[src/rtl/hazard_pkg.sv]
// Shared constants for the pipeline hazard controller: forwarding select
// codes, sequencer state encoding and counter widths.
package hazard_pkg;

  // Operand source selects driven onto the ID-stage forwarding muxes
  localparam logic [1:0] FWD_REG = 2'b00;
  localparam logic [1:0] FWD_MEM = 2'b01;
  localparam logic [1:0] FWD_EX  = 2'b10;
  localparam logic [1:0] FWD_WB  = 2'b11;

  // Sequencer states; 2'b11 is unreachable and recovers to ST_RUN
  typedef enum logic [1:0] {
    ST_RUN     = 2'b00,
    ST_LDSTALL = 2'b01,
    ST_FLUSH   = 2'b10
  } state_t;

  // Architectural zero register never forwards or scoreboards
  localparam int unsigned REG_ZERO = 0;

  // Sequencer counter covers LOAD_LAT-1 (<=6) and BR_FLUSH-1 (<=2)
  localparam int unsigned CNT_W = 3;
  // Multi-cycle counter covers MD_LAT (<=15)
  localparam int unsigned MD_CNT_W = 4;

endpackage

[src/rtl/hazard_fwd_sel.sv]
// Forwarding select for one source operand: match each producing stage and
// pick EX > MEM > WB. WB is a candidate only when HAZARD_WB_FWD_EN is defined.
module hazard_fwd_sel
  import hazard_pkg::*;
#(
  parameter int unsigned RA_W = 5
) (
  input  logic [RA_W-1:0] src,
  input  logic            use_src,
  input  logic [RA_W-1:0] ex_rd,
  input  logic            ex_wreg,
  input  logic [RA_W-1:0] mem_rd,
  input  logic            mem_wreg,
  input  logic [RA_W-1:0] wb_rd,
  input  logic            wb_wreg,
  output logic [1:0]      sel
);

  localparam logic [RA_W-1:0] ZERO = RA_W'(REG_ZERO);

  logic ex_hit;
  logic mem_hit;

  assign ex_hit  = use_src && ex_wreg  && (ex_rd  == src) && (ex_rd  != ZERO);
  assign mem_hit = use_src && mem_wreg && (mem_rd == src) && (mem_rd != ZERO);

`ifdef HAZARD_WB_FWD_EN
  logic wb_hit;
  assign wb_hit = use_src && wb_wreg && (wb_rd == src) && (wb_rd != ZERO);

  // Priority select, youngest producer wins
  always_comb begin
    sel = FWD_REG;
    if (ex_hit)       sel = FWD_EX;
    else if (mem_hit) sel = FWD_MEM;
    else if (wb_hit)  sel = FWD_WB;
  end
`else
  // WB result reaches the regfile in the first half-cycle, so it is ignored
  logic unused_wb;
  assign unused_wb = ^{wb_rd, wb_wreg};

  // Priority select, youngest producer wins
  always_comb begin
    sel = FWD_REG;
    if (ex_hit)       sel = FWD_EX;
    else if (mem_hit) sel = FWD_MEM;
  end
`endif

endmodule

[src/rtl/hazard_ctrl_unit.sv]
// Pipeline hazard controller beside the ID stage: operand forwarding selects,
// load-use bubbles, taken-branch flush sequencing and a single-entry
// scoreboard for the multi-cycle (mul/div) unit.
// Optional feature macro: HAZARD_WB_FWD_EN (WB stage as forwarding source).
module hazard_ctrl_unit
  import hazard_pkg::*;
#(
  parameter int unsigned RA_W     = 5,
  parameter int unsigned LOAD_LAT = 1,
  parameter int unsigned BR_FLUSH = 1,
  parameter int unsigned MD_LAT   = 4
) (
  input  logic            Clk,
  input  logic            Clrn,
  input  logic [RA_W-1:0] Rs,
  input  logic [RA_W-1:0] Rt,
  input  logic            UseRs,
  input  logic            UseRt,
  input  logic            MdIssue,
  input  logic [RA_W-1:0] MdRd,
  input  logic [RA_W-1:0] eRd,
  input  logic            eWreg,
  input  logic            eLoad,
  input  logic [RA_W-1:0] mRd,
  input  logic            mWreg,
  input  logic [RA_W-1:0] wRd,
  input  logic            wWreg,
  input  logic            eTaken,
  output logic [1:0]      FwdA,
  output logic [1:0]      FwdB,
  output logic            Wpcir,
  output logic            Bubble,
  output logic            Flush,
  output logic            MdBusy,
  output logic            MdDone
);

  localparam logic [RA_W-1:0]     ZERO    = RA_W'(REG_ZERO);
  localparam logic [CNT_W-1:0]    LD_INIT = CNT_W'(LOAD_LAT - 1);
  localparam logic [CNT_W-1:0]    BR_INIT = CNT_W'(BR_FLUSH - 1);
  localparam logic [MD_CNT_W-1:0] MD_INIT = MD_CNT_W'(MD_LAT);

  state_t               state;
  state_t               state_nxt;
  logic [CNT_W-1:0]     cnt;
  logic [CNT_W-1:0]     cnt_nxt;
  logic [MD_CNT_W-1:0]  md_cnt;
  logic [RA_W-1:0]      md_rd;

  logic load_use;
  logic ld_stall;
  logic md_dep;
  logic md_stall;
  logic md_issue;

  hazard_fwd_sel #(.RA_W(RA_W)) u_fwd_a (
    .src      (Rs),
    .use_src  (UseRs),
    .ex_rd    (eRd),
    .ex_wreg  (eWreg),
    .mem_rd   (mRd),
    .mem_wreg (mWreg),
    .wb_rd    (wRd),
    .wb_wreg  (wWreg),
    .sel      (FwdA)
  );

  hazard_fwd_sel #(.RA_W(RA_W)) u_fwd_b (
    .src      (Rt),
    .use_src  (UseRt),
    .ex_rd    (eRd),
    .ex_wreg  (eWreg),
    .mem_rd   (mRd),
    .mem_wreg (mWreg),
    .wb_rd    (wRd),
    .wb_wreg  (wWreg),
    .sel      (FwdB)
  );

  assign load_use = eLoad && eWreg && (eRd != ZERO) &&
                    ((UseRs && (Rs == eRd)) || (UseRt && (Rt == eRd)));

  // Sequencer next state: the detect cycle stalls or flushes combinationally,
  // so the held state only covers the remaining LOAD_LAT-1 / BR_FLUSH-1 cycles
  always_comb begin
    state_nxt = state;
    cnt_nxt   = cnt;
    ld_stall  = 1'b0;
    Flush     = 1'b0;
    case (state)
      ST_RUN: begin
        if (eTaken) begin
          Flush = 1'b1;
          if (BR_INIT != '0) begin
            state_nxt = ST_FLUSH;
            cnt_nxt   = BR_INIT;
          end
        end else if (load_use) begin
          ld_stall = 1'b1;
          if (LD_INIT != '0) begin
            state_nxt = ST_LDSTALL;
            cnt_nxt   = LD_INIT;
          end
        end
      end
      ST_LDSTALL: begin
        if (eTaken) begin
          Flush = 1'b1;
          if (BR_INIT != '0) begin
            state_nxt = ST_FLUSH;
            cnt_nxt   = BR_INIT;
          end else begin
            state_nxt = ST_RUN;
            cnt_nxt   = '0;
          end
        end else begin
          ld_stall = 1'b1;
          cnt_nxt  = cnt - 1'b1;
          if (cnt == CNT_W'(1)) state_nxt = ST_RUN;
        end
      end
      ST_FLUSH: begin
        Flush = 1'b1;
        if (eTaken) begin
          cnt_nxt = BR_INIT;
        end else begin
          cnt_nxt = cnt - 1'b1;
          if (cnt == CNT_W'(1)) state_nxt = ST_RUN;
        end
      end
      default: begin
        state_nxt = ST_RUN;
        cnt_nxt   = '0;
      end
    endcase
  end

  assign MdBusy = (md_cnt != '0);
  assign MdDone = (md_cnt == MD_CNT_W'(1));
  assign md_dep = (md_rd != ZERO) &&
                  ((UseRs && (Rs == md_rd)) || (UseRt && (Rt == md_rd)));

  // Dependent reads release on the MdDone cycle (result arrives via WB path);
  // a second issue waits for the whole busy window
  assign md_stall = MdBusy && !Flush && ((md_dep && !MdDone) || MdIssue);

  assign Bubble   = ld_stall || md_stall;
  assign Wpcir    = !Bubble;
  assign md_issue = MdIssue && Wpcir && !Flush;

  // Sequencer state register
  always_ff @(posedge Clk or negedge Clrn) begin
    if (!Clrn) begin
      state <= ST_RUN;
      cnt   <= '0;
    end else begin
      state <= state_nxt;
      cnt   <= cnt_nxt;
    end
  end

  // Multi-cycle scoreboard: load on issue, count down, clear after MdDone
  always_ff @(posedge Clk or negedge Clrn) begin
    if (!Clrn) begin
      md_cnt <= '0;
      md_rd  <= '0;
    end else if (md_issue) begin
      md_cnt <= MD_INIT;
      md_rd  <= MdRd;
    end else if (MdBusy) begin
      md_cnt <= md_cnt - 1'b1;
      if (MdDone) md_rd <= '0;
    end
  end

endmodule
[config.mk]
export PLATFORM = sky130hd
export DESIGN_NAME = hazard_ctrl_unit
export DESIGN_NICKNAME = d
export VERILOG_FILES = /design/src/rtl/hazard_pkg.sv /design/src/rtl/hazard_fwd_sel.sv /design/src/rtl/hazard_ctrl_unit.sv
export SDC_FILE = /design/constraint.sdc
export NUM_CORES = 1
export LEC_CHECK = 0
export ABC_AREA = 1
export ABC_CLOCK_PERIOD_IN_PS = 2550
export CAP_MARGIN = 10
export CORE_MARGIN = 8
export CORE_UTILIZATION = 40
export DETAILED_ROUTE_END_ITERATION = 10
export PLACE_DENSITY = 0.75
export SETUP_SLACK_MARGIN = 0.05
export SYNTH_ARGS = -nofsm -noshare
export SYNTH_HDL_FRONTEND = slang
export SYNTH_SLANG_ARGS = --single-unit
[constraint.sdc]
create_clock -name Clk -period 2.55 [get_ports Clk]
set_input_delay 0.51 -clock Clk [delete_from_list [all_inputs] [get_ports Clk]]
set_output_delay 0.51 -clock Clk [all_outputs]
set_load 0.005 [all_outputs]
After elaboration in Yosys (flattened, before gate mapping)

Cells that the tools add are included.

Bitwise logic cells: 1
Equality and inequality tests: 13
Add/sub/neg operators: 2
Multiplexer cells: 21
Reductions and logical operators: 43

Operators with widths:

| operator                                          | number |
|---|---|
| == test 5 bit                                     | 8 |
| logical AND 1 bit                                 | 25 |
| 2-to-1 mux 5 bit                                  | 3 |
| nonzero test 5 bit                                | 3 |
| 2-to-1 mux 2 bit                                  | 5 |
| 2-to-1 mux 4 bit                                  | 2 |
| 2-to-1 mux 1 bit                                  | 6 |
| one-hot mux 2 bit (3 select lines)                | 1 |
| one-hot mux 3 bit (2 select lines)                | 1 |
| == test 4 x 1 -> 1 bit (second input constant)    | 1 |
| logical OR 1 bit                                  | 4 |
| one-hot mux 1 bit (2 select lines)                | 2 |
| AND reduction 2 bit                               | 2 |
| nonzero test 2 bit                                | 2 |
| nonzero test 4 bit                                | 1 |
| OR reduction 2 bit                                | 2 |
| subtractor 4 x 1 -> 4 bit (second input constant) | 1 |
| == test 3 x 1 -> 1 bit (second input constant)    | 1 |
| zero test 1 bit                                   | 3 |
| 2-to-1 mux 3 bit                                  | 1 |
| subtractor 3 x 1 -> 3 bit (second input constant) | 1 |
| == test 2 x 1 -> 1 bit (second input constant)    | 1 |
| == test 2 bit (second input constant)             | 1 |
| zero test 2 bit                                   | 1 |
| other kinds (2)                                   | 2 |

Output and inout bits: 9
Register bits: 14

Depth between registers and ports, before layout

Depth after elaboration: 13
Gate-level depth with buffers: 13
Depth with buffers taken out: 13

Modules after synthesis

From an unflattened synthesis, not the netlist that was laid out.

Cells, all modules: 321
Area total of the unflattened synthesis: 1717.9 um^2

Modules (own cells, without submodules):

| module           | instances | area each (um^2) | cells each |
|---|---|---|---|
| hazard_ctrl_unit | 1         | 1227.4           | 199 |
| hazard_fwd_sel   | 2         | 245.2            | 61 |

Worst setup path before layout

No wires, ideal clock.

Path type: register to output
Start point: reg md_cnt[0]
End point: out Wpcir
Slack: 0.765 ns
Stages on the path, launching flop included: 11
Data required time: 2.040 ns
Arrival: 1.275 ns
Cells stage by stage: dfrtp_1 -> inv_1 -> ha_1 -> inv_1 -> nor2_1 -> nand2_1 -> inv_1 -> nor2_1 -> nand2_2 -> nand2_4 -> inv_4

RTL lines:

| what                            | RTL line                | source |
|---|---|---|
| start, declared                 | hazard_ctrl_unit.sv:47  | `logic [MD_CNT_W-1:0] md_cnt;` |
| start signal, assigned          | hazard_ctrl_unit.sv:171 | `md_cnt <= md_cnt - 1'b1;` |
| nonzero test 4 bit              | hazard_ctrl_unit.sv:138 | `assign MdBusy = (md_cnt != '0);` |
| named net MdBusy                | hazard_ctrl_unit.sv:34  | `output logic MdBusy,` |
| logical AND 1 bit (2 in series) | hazard_ctrl_unit.sv:145 | `assign md_stall = MdBusy && !Flush && ((md_dep && !MdDone) \|\| MdIssue);` |
| logical OR 1 bit                | hazard_ctrl_unit.sv:147 | `assign Bubble = ld_stall \|\| md_stall;` |
| named net Bubble                | hazard_ctrl_unit.sv:32  | `output logic Bubble,` |
| zero test 1 bit                 | hazard_ctrl_unit.sv:148 | `assign Wpcir = !Bubble;` |
| end, declared                   | hazard_ctrl_unit.sv:31  | `output logic Wpcir,` |

The timed path passes the listed nets, and every way through them passes these cells.

Worst setup path after layout

Start point: reg md_cnt[0]
End point: out Wpcir

Longest elaborated chain between the ends: 7

RTL lines:

| what                   | RTL line                | source |
|---|---|---|
| == test 4 x 1 -> 1 bit | hazard_ctrl_unit.sv:139 | `assign MdDone = (md_cnt == MD_CNT_W'(1));` |
| zero test 1 bit        | hazard_ctrl_unit.sv:145 |  |
| logical AND 1 bit      | hazard_ctrl_unit.sv:145 |  |
| logical OR 1 bit       | hazard_ctrl_unit.sv:145 |  |
| logical AND 1 bit *    | hazard_ctrl_unit.sv:145 |  |
| logical OR 1 bit *     | hazard_ctrl_unit.sv:147 |  |
| zero test 1 bit *      | hazard_ctrl_unit.sv:148 |  |

Every way passes the cells marked *; elsewhere a longest branch is shown, timed or not.

==> flow_metrics.env <==
export IMPL_syn_num_nets=275
export IMPL_status="completed"
export IMPL_finalCriticalPeriod_ns=2.37
export IMPL_p_leak_nw=1.12
export IMPL_start_util_pct=41.3
export IMPL_vias=1604
export IMPL_hold_viol_final=0
export IMPL_die_x_um=74.4
export IMPL_via_per_inst=4.80
export IMPL_routed_wl_um=3930
export IMPL_vdd_drop_max_mv=0.575
export IMPL_cts_root_buf="clkbuf_4"
export IMPL_synth_area_leaders="dfrtp_1 26%, nand2_1 21%, inv_1 9.1%"
export IMPL_grt_pass1_vias=1511
export IMPL_place_ws_ns=-0.289
export IMPL_crit_fanout=4
export IMPL_coreArea_sq_mm=0.00331
export IMPL_dpl_hpwl_um=3250
export IMPL_overflow=0
export IMPL_slew_viol_final=0
export IMPL_drive_above_1_share_pct=15.3
export IMPL_rrSetupSlack_ns=0.83
export IMPL_ys_types=24
export IMPL_yosysMostFrequentCell="nand2_1"
export IMPL_die_area_sq_mm=0.00554
export IMPL_synthArstFlopShare_pct=100
export IMPL_setup_viol_count_final=0
export IMPL_skew_ns=0.000825
export IMPL_cp_start_kind="flip-flop"
export IMPL_clock_fmax_mhz=422
export IMPL_syn_mean_instance_area_sq_um=5.99
export IMPL_fp_dieH_um=74.4
export IMPL_ys_warn_count=0
export IMPL_cap_violations=0
export IMPL_p_per_area_mw_per_mm2=507
export IMPL_layout_nets=336
export IMPL_numCtsBuffers=3
export IMPL_hold_ws_ns=0.536
export IMPL_drt_first_iter_violations=78
export IMPL_synth_seq_area_share_pct=25.6
export IMPL_h_tree_depth=1
export IMPL_tritoncts="built"
export IMPL_insertion_delay_ns=0.28
export IMPL_setup_ws_ns=0.182
export IMPL_antenna_found_initial=0
export IMPL_ios=49
export IMPL_synthFlopType="dfrtp_1"
export IMPL_routabilityCongestion=0.891
export IMPL_syn_area_sq_mm=0.00137
export IMPL_ant_nets=0
export IMPL_track_usage_pct=14.5
export IMPL_fill_cells=342
export IMPL_grt_max_degree=15
export IMPL_synth_seq_cells=14
export IMPL_syn2layout_area_growth_pct=44.0
export IMPL_port_buffers=42
export IMPL_grt_pass1_wl_um=6400
export IMPL_synth_top_area_share_pct=25.6
export IMPL_drcViolationCount=0
export IMPL_rsz0062_at_grt="true"
export IMPL_synth_edf_count=0
export IMPL_hp_class="flip-flop to flip-flop"
export IMPL_worst_setup_path_type="flip-flop to output pin"
export IMPL_rows=21
export IMPL_min_period_over_period_pct=92.9
export IMPL_slew_headroom_pct=57.9
export IMPL_synthCells=228
export IMPL_path_clk_slew_ns=0.09
export IMPL_yosysTopAreaCell="dfrtp_1"
export IMPL_tightestPinTransition_ns=0.630
export IMPL_n_antenna_cell=0
export IMPL_cts_max_path_buffers=2
export IMPL_routedWlPerCell_um=11.8
export IMPL_clkSinkCount=14
export IMPL_synth_commonest_cells="77 x nand2_1, 33 x inv_1, 30 x nor2_1"
export IMPL_crit_path_end_kind="output pin"
export IMPL_arrival_ns=1.86
export IMPL_drt_first_pass_iters=5
export IMPL_required_ns=2.04
==> cells by family (layout without fill, tap and decap cells) <==
logic type / count (synthesis) / after routing / share of synthesized area [%]
fa+ha+maj: 7 / 7 / 6.41
buf+inv: 44 / 104 / 12.8
xor+xnor: 1 / 1 / 0.641
simple gates: 136 / 136 / 42.3
flops: 14 / 14 / 25.6
compound gates: 26 / 26 / 12.2
==> registers in the layout (all words and copies together) (netlist names) <==
name,cells
md_cnt,4
md_rd,5
state,2
cnt,3
==> layout by cell type, fill, tap and decap left out, types with 3 or more instances in the layout <==
cell type,netlist,final
inv_1,33,28
clkdlybuf4s50_1,0,15
nor2_1,30,30
a221oi_1,4,3
nand3_1,21,21
o21ai_1,3,3
buf_4,2,16
dlygate4sd2_1,0,22
dlymetal6s2s_1,0,3
o22ai_1,4,4
inv_2,8,13
ha_1,7,7
dfrtp_1,14,14
clkbuf_4,0,3
nand2_1,77,77
o21ai_0,7,7
==> final cells by class <==
cell class / count / area, sq um / share of cell area (%)
Multi-Input combinational cell: 170 / 853 / 43.4
Timing Repair Buffer: 58 / 510 / 25.9
Sequential cell: 14 / 350 / 17.8
Inverter: 42 / 160 / 8.14
Tap cell: 46 / 57.6 / 2.92
Clock buffer: 4 / 36.3 / 1.84
==> critical path: stages, from the launching register on <==
cell           delay (ns)
dfrtp_1              0.37
inv_1                0.08
ha_1                 0.21
inv_1                0.09
nor2_1               0.06
nand2_1              0.13
inv_2                0.07
nor2_1               0.13
nand2_2              0.09
nand2_4              0.07
inv_4                0.03
dlygate4sd2_1        0.25
==> stage by stage <==
step / setup TNS (ns) / util (%) / area (sq um) / power (mW) / instances
finish: 0 / 59.4 / 1970 / 0.997 / 334
detailed placement: -1.39 / 58.9 / 1950 / 0.846 / 330
global placement: -1.33 / 58.9 / 1950 / 0.834 / 330
global route: 0 / 59.4 / 1970 / 1.09 / 334
floorplan: 0 / - / 1370 / 0.643 / 228
CTS: 0 / 59.3 / 1960 / 0.999 / 334
==> power breakdown <==
| group | internal (mW) | switching (mW) |
|---|---|---|
| clock | 0.0869 | 0.0744 |
| sequential | 0.285 | 0.0583 |
| combinational | 0.218 | 0.275 |
==> final timing paths <==
kind,to,depth (start not counted),start
setup / recovery,Wpcir,11,md_cnt[0]
hold / removal,md_cnt[3],2,md_cnt[3]
setup reg to reg,md_cnt[0],12,md_cnt[0]
hold reg to reg,md_cnt[3],2,md_cnt[3]
max in group asynchronous,md_cnt[2],1,Clrn
min in group asynchronous,state[1],1,Clrn
==> layer usage <==
metal | global-route usage (%) | vias to the layer above | share of wire [%]
met1 | 16.5 | 691 | 44
met5 | 0 | - | 0
li1 | - | 842 | -
met2 | 25.0 | 64 | 44
met4 | 5.65 | 0 | 1.7
met3 | 3.91 | 7 | 11
==> what timing repair did <==
item                                   CTS  global route
pin swaps                                6             4
hold buffers                             0             0
resized for setup                       27            11
endpoints found under the hold margin    0             0
buffers inserted                         0             0
setup endpoints to repair                6             4
Power figures use the tool's default switching activity.
